<file path="src/rtl/nb_rotate_ring.sv">
// rtl/nb_rotate_ring.sv - parametrised register ring with rotate, shift-in and parallel load
// Every stage's next value is computed from current values only, so the whole ring updates in parallel.
module nb_rotate_ring #(
  parameter int WIDTH     = 32,
  parameter int DEPTH     = 4,
  parameter int INIT_BASE = 1,
  localparam int PW       = $clog2(DEPTH)
) (
  input  logic                   clock,
  input  logic                   reset,
  input  logic                   en,
  input  logic [1:0]             mode,
  input  logic [WIDTH-1:0]       din,
  input  logic                   load,
  input  logic [DEPTH*WIDTH-1:0] ld_data,
  output logic [DEPTH*WIDTH-1:0] q,
  output logic [WIDTH-1:0]       dout,
  output logic                   dout_valid,
  output logic [PW-1:0]          pos,
  output logic                   wrap
);

  localparam logic [PW-1:0] LAST = PW'(DEPTH - 1);

  logic [WIDTH-1:0] stage   [DEPTH];
  logic [WIDTH-1:0] stage_d [DEPTH];
  logic [PW-1:0]    pos_d;
  logic             wrap_d;
  logic             dv_d;
  logic [WIDTH-1:0] dout_d;

  always_comb begin
    stage_d = stage;
    pos_d   = pos;
    wrap_d  = 1'b0;
    dv_d    = 1'b0;
    dout_d  = dout;
    if (load) begin
      for (int i = 0; i < DEPTH; i++) begin
        stage_d[i] = ld_data[i*WIDTH +: WIDTH];
      end
      pos_d = '0;
    end else if (en) begin
      case (mode)
        2'b01: begin
          for (int i = 0; i < DEPTH; i++) begin
            stage_d[i] = stage[(i + 1) % DEPTH];
          end
          // explicit compare so non-power-of-2 depths wrap correctly
          pos_d  = (pos == LAST) ? '0 : pos + PW'(1);
          wrap_d = (pos == LAST);
        end
        2'b10: begin
          for (int i = 0; i < DEPTH; i++) begin
            stage_d[i] = stage[(i + DEPTH - 1) % DEPTH];
          end
          pos_d  = (pos == '0) ? LAST : pos - PW'(1);
          wrap_d = (pos == '0);
        end
        2'b11: begin
          for (int i = 0; i < DEPTH - 1; i++) begin
            stage_d[i] = stage[i + 1];
          end
          stage_d[DEPTH-1] = din;
          dout_d           = stage[0];
          dv_d             = 1'b1;
        end
        default: ;
      endcase
    end
  end

  always_ff @(posedge clock) begin
    if (reset) begin
      for (int i = 0; i < DEPTH; i++) begin
        stage[i] <= WIDTH'(INIT_BASE + i);
      end
      pos        <= '0;
      wrap       <= 1'b0;
      dout       <= '0;
      dout_valid <= 1'b0;
    end else begin
      stage      <= stage_d;
      pos        <= pos_d;
      wrap       <= wrap_d;
      dout       <= dout_d;
      dout_valid <= dv_d;
    end
  end

  for (genvar g = 0; g < DEPTH; g++) begin : g_q
    assign q[g*WIDTH +: WIDTH] = stage[g];
  end

endmodule

</file>
<file path="config.mk">
export PLATFORM = sky130hd
export DESIGN_NAME = nb_rotate_ring
export DESIGN_NICKNAME = d
export VERILOG_FILES = /design/src/rtl/nb_rotate_ring.sv
export SDC_FILE = /design/constraint.sdc
export NUM_CORES = 1
export LEC_CHECK = 0
export CAP_MARGIN = 15
export CORE_MARGIN = 1.5
export CORE_UTILIZATION = 33
export CTS_CLUSTER_SIZE = 40
export DETAILED_ROUTE_END_ITERATION = 8
export SLEW_MARGIN = 20
export SYNTH_ARGS = -nofsm -noshare
export SYNTH_HDL_FRONTEND = slang
export SYNTH_SLANG_ARGS = --single-unit
export TNS_END_PERCENT = 10
</file>
<file path="constraint.sdc">
create_clock -name clock -period 2.1 [get_ports clock]
set_input_delay 0.315 -clock clock [delete_from_list [all_inputs] [get_ports clock]]
set_output_delay 0.315 -clock clock [all_outputs]
set_load 0.01 [all_outputs]
</file>
==> flow_metrics.tcl <==
set metrics [dict create \
    status "finished clean" \
    synth_ff_type "dfxtp_1" \
    report.final.hold_viol_count 0 \
    tightest_slew_ns 0.628 \
    required_ns 2.46 \
    first_pass_iters 5 \
    grtUsageMet1 0.313 \
    r2r-start "pos[0]$_SDFFE_PP0P_" \
    crit_type "input port to register" \
    htree_levels 4 \
    grt_busiest_layer "met2" \
    critPathSlowestCell "clkdlybuf4s50_1" \
    reg2reg_slack_ns 0.69 \
    area_delta_synth_final_pct 51.9 \
    slew_headroom 0.581 \
    post-route-drc-count 0 \
    grt_util_met2 0.393 \
    leakagePower_nw 5.56 \
    syn_avg_cell_area_um2 7.41 \
    synth_edf_count 0 \
    synth-seq-area-share 0.368 \
    clk_pin_slew_ns 0.07 \
    gp_congestion 0.850 \
    synth_common_cells "a21oi_1, dfxtp_1, inv_1" \
    grt_max_degree 75 \
    ir_drop_uv 450 \
    worst-path-buf-inv 4 \
    initial_core_util 0.339 \
    hold_path_class "input port to register" \
    skew_ns 0.0141 \
    clock-sinks 164 \
    cts_root_buf "clkbuf_16" \
    synthCells 1203 \
    end_kind "register" \
    cts_setup_buffers 0 \
    crit_path_start_kind "input port" \
    rows 59 \
    arrival_ns 2.31 \
    grt_usage 0.242 \
    drive_gt1_frac 0.0906 \
    clockBufferDepth 2 \
    fin_area_mm2 0.0135 \
    slew_violations 0 \
    cts_buffers 17 \
    grt_pass1_vias 9771 \
    yosys.area.top_type "dfxtp_1" \
    grt_antenna_before_repair 1 \
    drv_cap 0 \
    synth_top_area_frac 0.368 \
    ctsResizeCount 0 \
    synthTopCellsByArea "dfxtp_1, a21oi_1, a22o_1" \
    rsz0062_at_grt "no" \
    hold-worst-slack_ns 0.364 \
    synth.distinct_cells 29 \
    clk_latency_ns 0.43 \
    ys_async_sr_fraction 0 \
    use_met3 0.0584 \
    ctsHoldBuffers 0 \
    ys_warn_count 0 \
    grt-ovfl-total 0 \
    fin_crit_ns 1.96 \
    max_freq_mhz 511 \
    synth_area_mm2 0.00891 \
    hold_path_startpoint "reset" \
    slowest_delay_ns 0.51 \
    routedWlPerCell_um 18.7 \
    cp_max_fo 29 \
    io_buffers 329 \
    synth-seq-cells 164 \
    die_h_um 167 \
    nets 1684 \
    drt_iter0_markers 860 \
    setup_viol 0 \
    wl_um 34900 \
    crit_family "buffers and inverters" \
    crit_chain "clkdlybuf4s50_1 > inv_1 > ha_1 > buf_4 > nand2b_4 > buf_12 > a22oi_1 > o311a_1 > nor3_2" \
    vias 10200 \
    crit_start "mode[0]" \
    dp_hpwl_um 24100 \
    die_area_mm2 0.0280 \
    ant_nets 0 \
    placed_area_mm2 0.0130 \
    die_w_um 167 \
    cts_tree "yes" \
    grt_pass1_wl_um 54500 \
    post-route-period-util 0.933 \
    power_density_mw_per_mm2 669 \
    synth.most_common_cell "a21oi_1" \
    vias_per_cell 5.49 \
    synth_nets 1376 \
    coreArea_mm2 0.0263 \
    pin_count 330 \
]
sequential cells by signal, summed over array words and instances, names as in the netlist:
| register | cells |
|---|---|
| dout | 32 |
| dout_valid | 1 |
| pos | 2 |
| q | 128 |
| wrap | 1 |
path summary, 6_finish.rpt:
| check | end | depth (start not counted) |
|---|---|---|
| setup / recovery | q[28]$_SDFFE_PP0P_ | 9 |
| hold / removal | dout[29]$_SDFFE_PP0P_ | 2 |
| setup reg to reg | pos[1]$_SDFFE_PP0P_ | 5 |
| hold reg to reg | dout[19]$_SDFFE_PP0P_ | 2 |
report_power, final:
| group | internal [mW] | total (mW) | switching, mW |
|---|---|---|---|
| combinational | 1.25 | 2.33 | 1.08 |
| clock | 1.56 | 3.04 | 1.48 |
| sequential | 3.35 | 3.68 | 0.330 |
| total | 6.15 | 9.05 | 2.89 |
layout by cell type, fill, tap and decap left out, types with 14 or more instances in the layout:
master / n
nand2_1: 96
inv_1: 97
buf_12: 17
nor2_1: 61
a22oi_1: 21
o21ai_1: 96
a22o_1: 70
nand2b_1: 28
nor3_2: 18
o211a_1: 22
buf_4: 62
o21ai_0: 66
clkbuf_16: 17
nor3_1: 14
clkdlybuf4s50_1: 327
dfxtp_1: 164
o311a_1: 31
a21oi_1: 267
metal layers:
metal,vias up,part of all wire
met5,-,0
met4,0,0.026
met3,46,0.071
met2,415,0.47
met1,4845,0.44
li1,4899,-
layout make-up:
type / instances / area, um2
well taps: 335 / 419
diodes: 1 / 2.50
inverters: 97 / 364
flip-flops and latches: 164 / 3280
fillers: 2521 / 12700
clock inverters: 13 / 121
multi-input cells: 823 / 4810
clock buffers: 19 / 433
repair buffers: 408 / 4100
stage by stage:
step                      setup slack [ns]  setup TNS (ns)  utilization  std cells  power (mW)
after floorplan                      0.393               0            -       1203        4.77
after global placement              -0.271          -24.99        0.494       1827        6.04
after detailed placement            -0.295          -29.60        0.494       1827        6.06
after CTS                            0.160               0        0.515       1859        9.14
after global routing                0.0213               0        0.515       1860        9.49
final                                0.142               0        0.515       1860        9.05
cell families (layout without fill, tap and decap cells):
logic type	count (synthesis)	after routing	synth area share
adder cells (fa/ha/maj)	7	7	0.00983
other	0	1	0
buffers and inverters	216	537	0.0970
XOR/XNOR	1	1	0.000983
AO/OA/AOI/OAI	591	591	0.405
AND/OR/NAND/NOR	224	224	0.119
flip-flops	164	164	0.368
Power figures use the tool's default switching activity.
